===== src/rtl/spi_pkg.sv =====
// rtl/spi_pkg.sv - shared types and helpers for the SPI framing controllers
//
// Purpose: the controller state encoding and a width helper. Both the
//          master and slave framing controllers use them.
// Ports:   none (package)

package spi_pkg;

  typedef enum logic [2:0] {
    IDLE,
    SETUP,
    XFER,
    HOLD,
    GAP
  } spi_ctrl_state_t;

  // Width needed to index n items. It never returns less than 1, so that a
  // single-item select still has a real port.
  function automatic int sel_width(input int n);
    return (n > 1) ? $clog2(n) : 1;
  endfunction

endpackage


===== src/rtl/spi_sck_edge_det.sv =====
// rtl/spi_sck_edge_det.sv - registered trailing-edge detector for sck
//
// Purpose: produces a one-cycle pulse for every transition of sck back to its
//          idle level POL. The pulse is registered, so it appears one clk after
//          the edge is first seen in sck_q.
// Ports:   i_clk   system clock, posedge
//          i_rst   synchronous active-high reset
//          i_sck   serial clock, synchronous to i_clk
//          o_trail one-cycle trailing-edge pulse

module spi_sck_edge_det #(
  parameter logic POL = 1'b1
) (
  input  logic i_clk,
  input  logic i_rst,
  input  logic i_sck,
  output logic o_trail
);

  logic r_sck_q;
  logic r_trail;

  always_ff @(posedge i_clk) begin
    if (i_rst) begin
      r_sck_q <= POL;
      r_trail <= 1'b0;
    end else begin
      r_sck_q <= i_sck;
      r_trail <= (i_sck == POL) && (r_sck_q != POL);
    end
  end

  assign o_trail = r_trail;

endmodule


===== src/rtl/spi_master_ctrl_n.sv =====
// rtl/spi_master_ctrl_n.sv - SPI master framing controller with N selects
//
// Purpose: frames SPI transfers. It asserts one active-low select, gates the
//          external clk_div through en_sck, counts trailing sck edges in
//          words, and applies select setup, hold and inter-frame gap times.
// Ports:   i_clk        system clock, posedge
//          i_rst        synchronous active-high reset
//          i_en         transfer request / continue level
//          i_ss_sel     slave index
//          i_sck        serial clock from clk_div
//          o_ss         active-low selects, at most one low
//          o_en_sck     clk_div enable
//          o_busy       high in every state but IDLE
//          o_word_done  one-cycle pulse per completed word

module spi_master_ctrl_n
  import spi_pkg::*;
#(
  parameter int   WORD_BITS  = 8,
  parameter int   N_SS       = 1,
  parameter logic POL        = 1'b1,
  parameter int   SETUP_CLKS = 2,
  parameter int   HOLD_CLKS  = 2,
  parameter int   GAP_CLKS   = 4,
  localparam int  SEL_W      = sel_width(N_SS)
) (
  input  logic              i_clk,
  input  logic              i_rst,
  input  logic              i_en,
  input  logic [SEL_W-1:0]  i_ss_sel,
  input  logic              i_sck,
  output logic [N_SS-1:0]   o_ss,
  output logic              o_en_sck,
  output logic              o_busy,
  output logic              o_word_done
);

  localparam int CNT_MAX0 = (SETUP_CLKS > HOLD_CLKS) ? SETUP_CLKS : HOLD_CLKS;
  localparam int CNT_MAX  = (CNT_MAX0 > GAP_CLKS) ? CNT_MAX0 : GAP_CLKS;
  localparam int CNT_W    = sel_width(CNT_MAX);
  localparam int BIT_W    = $clog2(WORD_BITS + 1);

  localparam logic [SEL_W:0]   N_SS_W    = (SEL_W + 1)'(N_SS);
  localparam logic [CNT_W-1:0] SETUP_LD  = CNT_W'(SETUP_CLKS - 1);
  localparam logic [CNT_W-1:0] HOLD_LD   = CNT_W'(HOLD_CLKS - 1);
  localparam logic [CNT_W-1:0] GAP_LD    = CNT_W'(GAP_CLKS - 1);
  localparam logic [BIT_W-1:0] LAST_BIT  = BIT_W'(WORD_BITS - 1);

  spi_ctrl_state_t    r_state;
  logic [SEL_W-1:0]   r_sel_q;
  logic [CNT_W-1:0]   r_cnt;
  logic [BIT_W-1:0]   r_bit_cnt;
  logic [N_SS-1:0]    r_ss;
  logic               r_en_sck;
  logic               r_busy;
  logic               r_word_done;

  logic               w_trail;
  logic               w_sel_ok;
  logic               w_cnt_zero;
  logic [N_SS-1:0]    w_ss_decode;

  spi_sck_edge_det #(
    .POL (POL)
  ) u_edge (
    .i_clk   (i_clk),
    .i_rst   (i_rst),
    .i_sck   (i_sck),
    .o_trail (w_trail)
  );

  // Out-of-range indices are rejected, so no select is ever asserted for them.
  assign w_sel_ok    = ({1'b0, i_ss_sel} < N_SS_W);
  assign w_cnt_zero  = (r_cnt == '0);
  assign w_ss_decode = ~(N_SS'(1) << i_ss_sel);

  always_ff @(posedge i_clk) begin
    if (i_rst) begin
      r_state     <= IDLE;
      r_sel_q     <= '0;
      r_cnt       <= '0;
      r_bit_cnt   <= '0;
      r_ss        <= '1;
      r_en_sck    <= 1'b0;
      r_busy      <= 1'b0;
      r_word_done <= 1'b0;
    end else begin
      r_word_done <= 1'b0;
      case (r_state)
        IDLE: begin
          if (i_en && w_sel_ok) begin
            r_sel_q <= i_ss_sel;
            r_ss    <= w_ss_decode;
            r_cnt   <= SETUP_LD;
            r_busy  <= 1'b1;
            r_state <= SETUP;
          end
        end

        SETUP: begin
          if (w_cnt_zero) begin
            r_en_sck  <= 1'b1;
            r_bit_cnt <= '0;
            r_state   <= XFER;
          end else begin
            r_cnt <= r_cnt - CNT_W'(1);
          end
        end

        XFER: begin
          if (w_trail) begin
            // The increment and the word-complete decision share this edge,
            // so word_done and the en_sck fall appear together.
            if (r_bit_cnt == LAST_BIT) begin
              r_word_done <= 1'b1;
              r_bit_cnt   <= '0;
              if (!(i_en && (i_ss_sel == r_sel_q))) begin
                r_en_sck <= 1'b0;
                r_cnt    <= HOLD_LD;
                r_state  <= HOLD;
              end
            end else begin
              r_bit_cnt <= r_bit_cnt + BIT_W'(1);
            end
          end
        end

        HOLD: begin
          if (w_cnt_zero) begin
            r_ss    <= '1;
            r_cnt   <= GAP_LD;
            r_state <= GAP;
          end else begin
            r_cnt <= r_cnt - CNT_W'(1);
          end
        end

        GAP: begin
          if (w_cnt_zero) begin
            r_busy  <= 1'b0;
            r_state <= IDLE;
          end else begin
            r_cnt <= r_cnt - CNT_W'(1);
          end
        end

        default: begin
          r_ss     <= '1;
          r_en_sck <= 1'b0;
          r_busy   <= 1'b0;
          r_state  <= IDLE;
        end
      endcase
    end
  end

  assign o_ss        = r_ss;
  assign o_en_sck    = r_en_sck;
  assign o_busy      = r_busy;
  assign o_word_done = r_word_done;

endmodule


===== config.mk =====
export PLATFORM = sky130hd
export DESIGN_NAME = spi_master_ctrl_n
export DESIGN_NICKNAME = d
export VERILOG_FILES = /design/src/rtl/spi_pkg.sv /design/src/rtl/spi_sck_edge_det.sv /design/src/rtl/spi_master_ctrl_n.sv
export SDC_FILE = /design/constraint.sdc
export NUM_CORES = 1
export LEC_CHECK = 0
export ABC_CLOCK_PERIOD_IN_PS = 1540
export BUFFER_PORTS_ARGS = -buffer_cell sky130_fd_sc_hd__buf_2
export CAP_MARGIN = 20
export CELL_PAD_IN_SITES_DETAIL_PLACEMENT = 0
export CELL_PAD_IN_SITES_GLOBAL_PLACEMENT = 1
export CORE_MARGIN = 4
export CORE_UTILIZATION = 37
export CTS_CLUSTER_DIAMETER = 40
export DETAILED_ROUTE_END_ITERATION = 8
export PLACE_DENSITY = 0.69
export SLEW_MARGIN = 40
export SYNTH_ARGS = -nofsm -noshare
export SYNTH_HDL_FRONTEND = slang
export SYNTH_SLANG_ARGS = --single-unit

===== constraint.sdc =====
create_clock -name i_clk -period 1.54 [get_ports i_clk]
set_input_delay 0.154 -clock i_clk [delete_from_list [all_inputs] [get_ports i_clk]]
set_output_delay 0.154 -clock i_clk [all_outputs]
set_load 0.005 [all_outputs]

==> results.json <==
{
  "leakagePower_nw": 0.4267,
  "required_ns": 1.75,
  "cts.sinks": 16,
  "setup_viol": 0,
  "power.switching_w": 0.0002285,
  "p_int_w": 0.0006660,
  "netlist_area_um2": 823.3,
  "syn_avg_cell_area_um2": 8.401,
  "grt_pass1_wl_mm": 3.077,
  "finalNonFillerCells": 146,
  "n_antenna_cell": 0,
  "cp_max_fo": 4,
  "worst_slack_ns": 0.07339,
  "ant_nets": 0,
  "totalWireLength_mm": 1.836,
  "holdCritStartpoint": "i_sck",
  "insertion_delay_ns": 0.28,
  "rr_startpoint": "r_cnt[0]$_SDFFE_PP0P_",
  "r2r_cells": 7,
  "relSlewSlack_pct": 80.11,
  "crit_family": "simple AND/OR/NAND/NOR gates",
  "syn2layout_area_growth_pct": 28.72,
  "period_needed_ns": 1.467,
  "synth_warnings": 0,
  "drive_gt1_share_pct": 39.50,
  "tightest_slew_ns": 0.2984,
  "crit_chain": "inv_2, ha_4, inv_2, and3_4, o32a_1, and3_4, nor3_2",
  "synthTopCellsByArea": "dfxtp_1 39%, a21oi_1 7.9%, nor2_1 5.5%, nand4b_1 3.2%, ha_1 3.0%",
  "h-tree-depth": 1,
  "ys.flop_type": "dfxtp_1",
  "place_ws_ns": -0.01891,
  "grt_util_all_layers_pct": 13.87,
  "drc": 0,
  "die-area_um2": 3044,
  "power_density_nw_per_um2": 844.1,
  "path_class": "flop to flop",
  "max-cap-violations": 0,
  "peakVddDrop_v": 0.0004593,
  "synthCells": 98,
  "synth_top_cell_area_share_pct": 38.91,
  "finalHoldViolCount": 0,
  "clkPwrFrac_pct": 30.6,
  "crit_buf_inv": 2,
  "rows": 16,
  "vias": 749,
  "finClkSkew_ns": 0.007131,
  "drt_pass1_iterations": 5,
  "finalMaxSlewViolations": 0,
  "cts_buffer_depth": 2,
  "coreArea_um2": 2042,
  "nNetsFinal": 127,
  "syn-num-nets": 105,
  "holdCritPathClass": "input pin to flop",
  "initial_utilization_pct": 40.32,
  "hold_end": "u_edge.r_sck_q$_SDFF_PP1_",
  "async_flop_share_pct": 0,
  "globalplace.congestion": 0.8686,
  "slowest_delay_ns": 0.37,
  "vias_per_cell": 5.130,
  "fin_util_pct": 51.90,
  "grt_overflow_total": 0,
  "drt_iter0_markers": 14,
  "io-pin-count": 9,
  "grt_max_degree": 17,
  "netlist-cell-type-count": 39,
  "power_frac_seq_pct": 50.6,
  "slowest_stage": "o32a_1",
  "dp_cells": 141,
  "ys_ff_latch": 16,
  "worstHoldPathCells": 2,
  "crit_arrival_ns": 1.68,
  "fp.dieH_um": 55.17,
  "synth_edf_count": 0,
  "synth_top_area_cell": "dfxtp_1",
  "clk_pin_slew_ns": 0.10,
  "nFillCells": 215,
  "cts-root-buf": "clkbuf_4",
  "fin_crit_sh_pct": 95.23,
  "first_global_vias": 735,
  "dp_hpwl_mm": 1.347,
  "switching_share_pct": 25.55,
  "reg2reg_slack_ns": 0.07,
  "cts_buffers": 3,
  "die_w_um": 55.17,
  "ys_seq_area_share_pct": 38.91,
  "pwr-share-comb_pct": 18.8,
  "antenna_found_initial": 0,
  "numPortBuffers": 8,
  "yosysMostFrequentCell": "dfxtp_1",
  "drt-wirelength-per-cell_um": 12.58,
  "max_freq_ghz": 0.6818,
  "cts_tree": "yes",
  "startpoint_type": "flop",
  "reg2reg_to": "r_cnt[0]$_SDFFE_PP0P_",
  "synthTopCellsByCount": "16 x dfxtp_1, 13 x a21oi_1, 12 x nor2_1, 6 x inv_1, 6 x nand2_1",
  "status": "finished, final reports clean",
  "crit_path_end_kind": "flop"
}
## flip-flops by register name, indices dropped and copies added, names as in the netlist
name            flops
o_busy              1
r_bit_cnt           4
o_word_done         1
r_cnt               2
u_edge.o_trail      1
r_state             3
o_en_sck            1
u_edge.r_sck_q      1
o_ss                1
r_sel_q             1
## worst max-delay path by stage
stage	from	endpoint	slack, ns	cells after the start
2_1_floorplan	r_cnt[0]$_SDFFE_PP0P_	r_cnt[0]$_SDFFE_PP0P_	0.01	8
3_3_place_gp	r_bit_cnt[1]$_SDFFE_PP0P_	r_cnt[1]$_SDFFE_PP0P_	0.03	6
3_5_place_dp	r_cnt[0]$_SDFFE_PP0P_	r_cnt[0]$_SDFFE_PP0P_	-0.02	7
4_1_cts	r_cnt[1]$_SDFFE_PP0P_	r_cnt[0]$_SDFFE_PP0P_	0.004	7
5_1_grt	r_cnt[0]$_SDFFE_PP0P_	r_cnt[0]$_SDFFE_PP0P_	-0.00005	7
6_report	r_cnt[0]$_SDFFE_PP0P_	r_cnt[0]$_SDFFE_PP0P_	0.07	7
## cell families after synthesis
group | share of synthesized area (%)
AOI/OAI and AO/OA | 19.00
xor gates and xnor gates | 1.064
adders and majority gates | 3.039
buffers and inverters | 7.293
DFF | 38.91
muxes | 1.216
and+or+nand+nor | 29.48
## power by group through the flow
| stage | Clock [W] | Sequential, W | Combinational [W] |
|---|---|---|---|
| after floorplan | 0 | 0.000454 | 0.000105 |
| after CTS | 0.000289 | 0.000451 | 0.000159 |
| after global routing | 0.000306 | 0.000456 | 0.000186 |
| after global placement | 0 | 0.000459 | 0.000155 |
| final | 0.000274 | 0.000453 | 0.000168 |
| after detailed placement | 0 | 0.000459 | 0.000154 |
## metrics by stage
step	instance area (um^2)	setup TNS [ns]	hold slack [ns]	total power, W
after global placement	968.4	0	0.3530	0.0006131
after detailed placement	968.4	-0.01891	0.3559	0.0006134
after global routing	1060	-0.00004519	0.05920	0.0009484
after floorplan	825.8	0	0.2261	0.0005586
after CTS	1016	0	0.06150	0.0008989
final	1060	0	0.07189	0.0008946
## routing by layer
layer | global-route usage, % | vias up | share of wire (%)
li1 | - | 389 | -
met1 | 16.48 | 347 | 46
met2 | 25.39 | 11 | 50
met3 | 2.413 | 2 | 3.8
met4 | 3.644 | 0 | 0.71
met5 | 0 | - | 0
## layout by cell type, fill, tap and decap left out, types with 2 or more instances in the layout
master    instances
nand3_1           3
nand2_1           6
nand3b_1          3
inv_1             3
and3_4            2
nor2_1           12
dfxtp_2           5
o21ai_1           2
nor3b_1           2
nand4b_1          3
inv_2             4
dfxtp_1          11
ha_4              2
a21oi_1          12
clkbuf_4          3
buf_4            15
buf_2             8
## area by class of cell
class | count | area [um^2] | area share [%]
clock buffer | 4 | 36.28 | 3.424
inverter | 7 | 26.28 | 2.479
multi-input combinational | 69 | 484.2 | 45.69
sequential | 16 | 326.6 | 30.81
tap | 27 | 33.78 | 3.188
timing repair buffer | 23 | 152.6 | 14.40
## timing repair
item                                    in CTS  in global routing
pin swaps                                    3                  4
setup buffers                                0                  1
hold buffers                                 0                  0
cloned                                       0                  0
endpoints found under the setup margin       1                  7
resized for setup                            3                 12
Note: power is estimated with default switching activity, not from simulation.
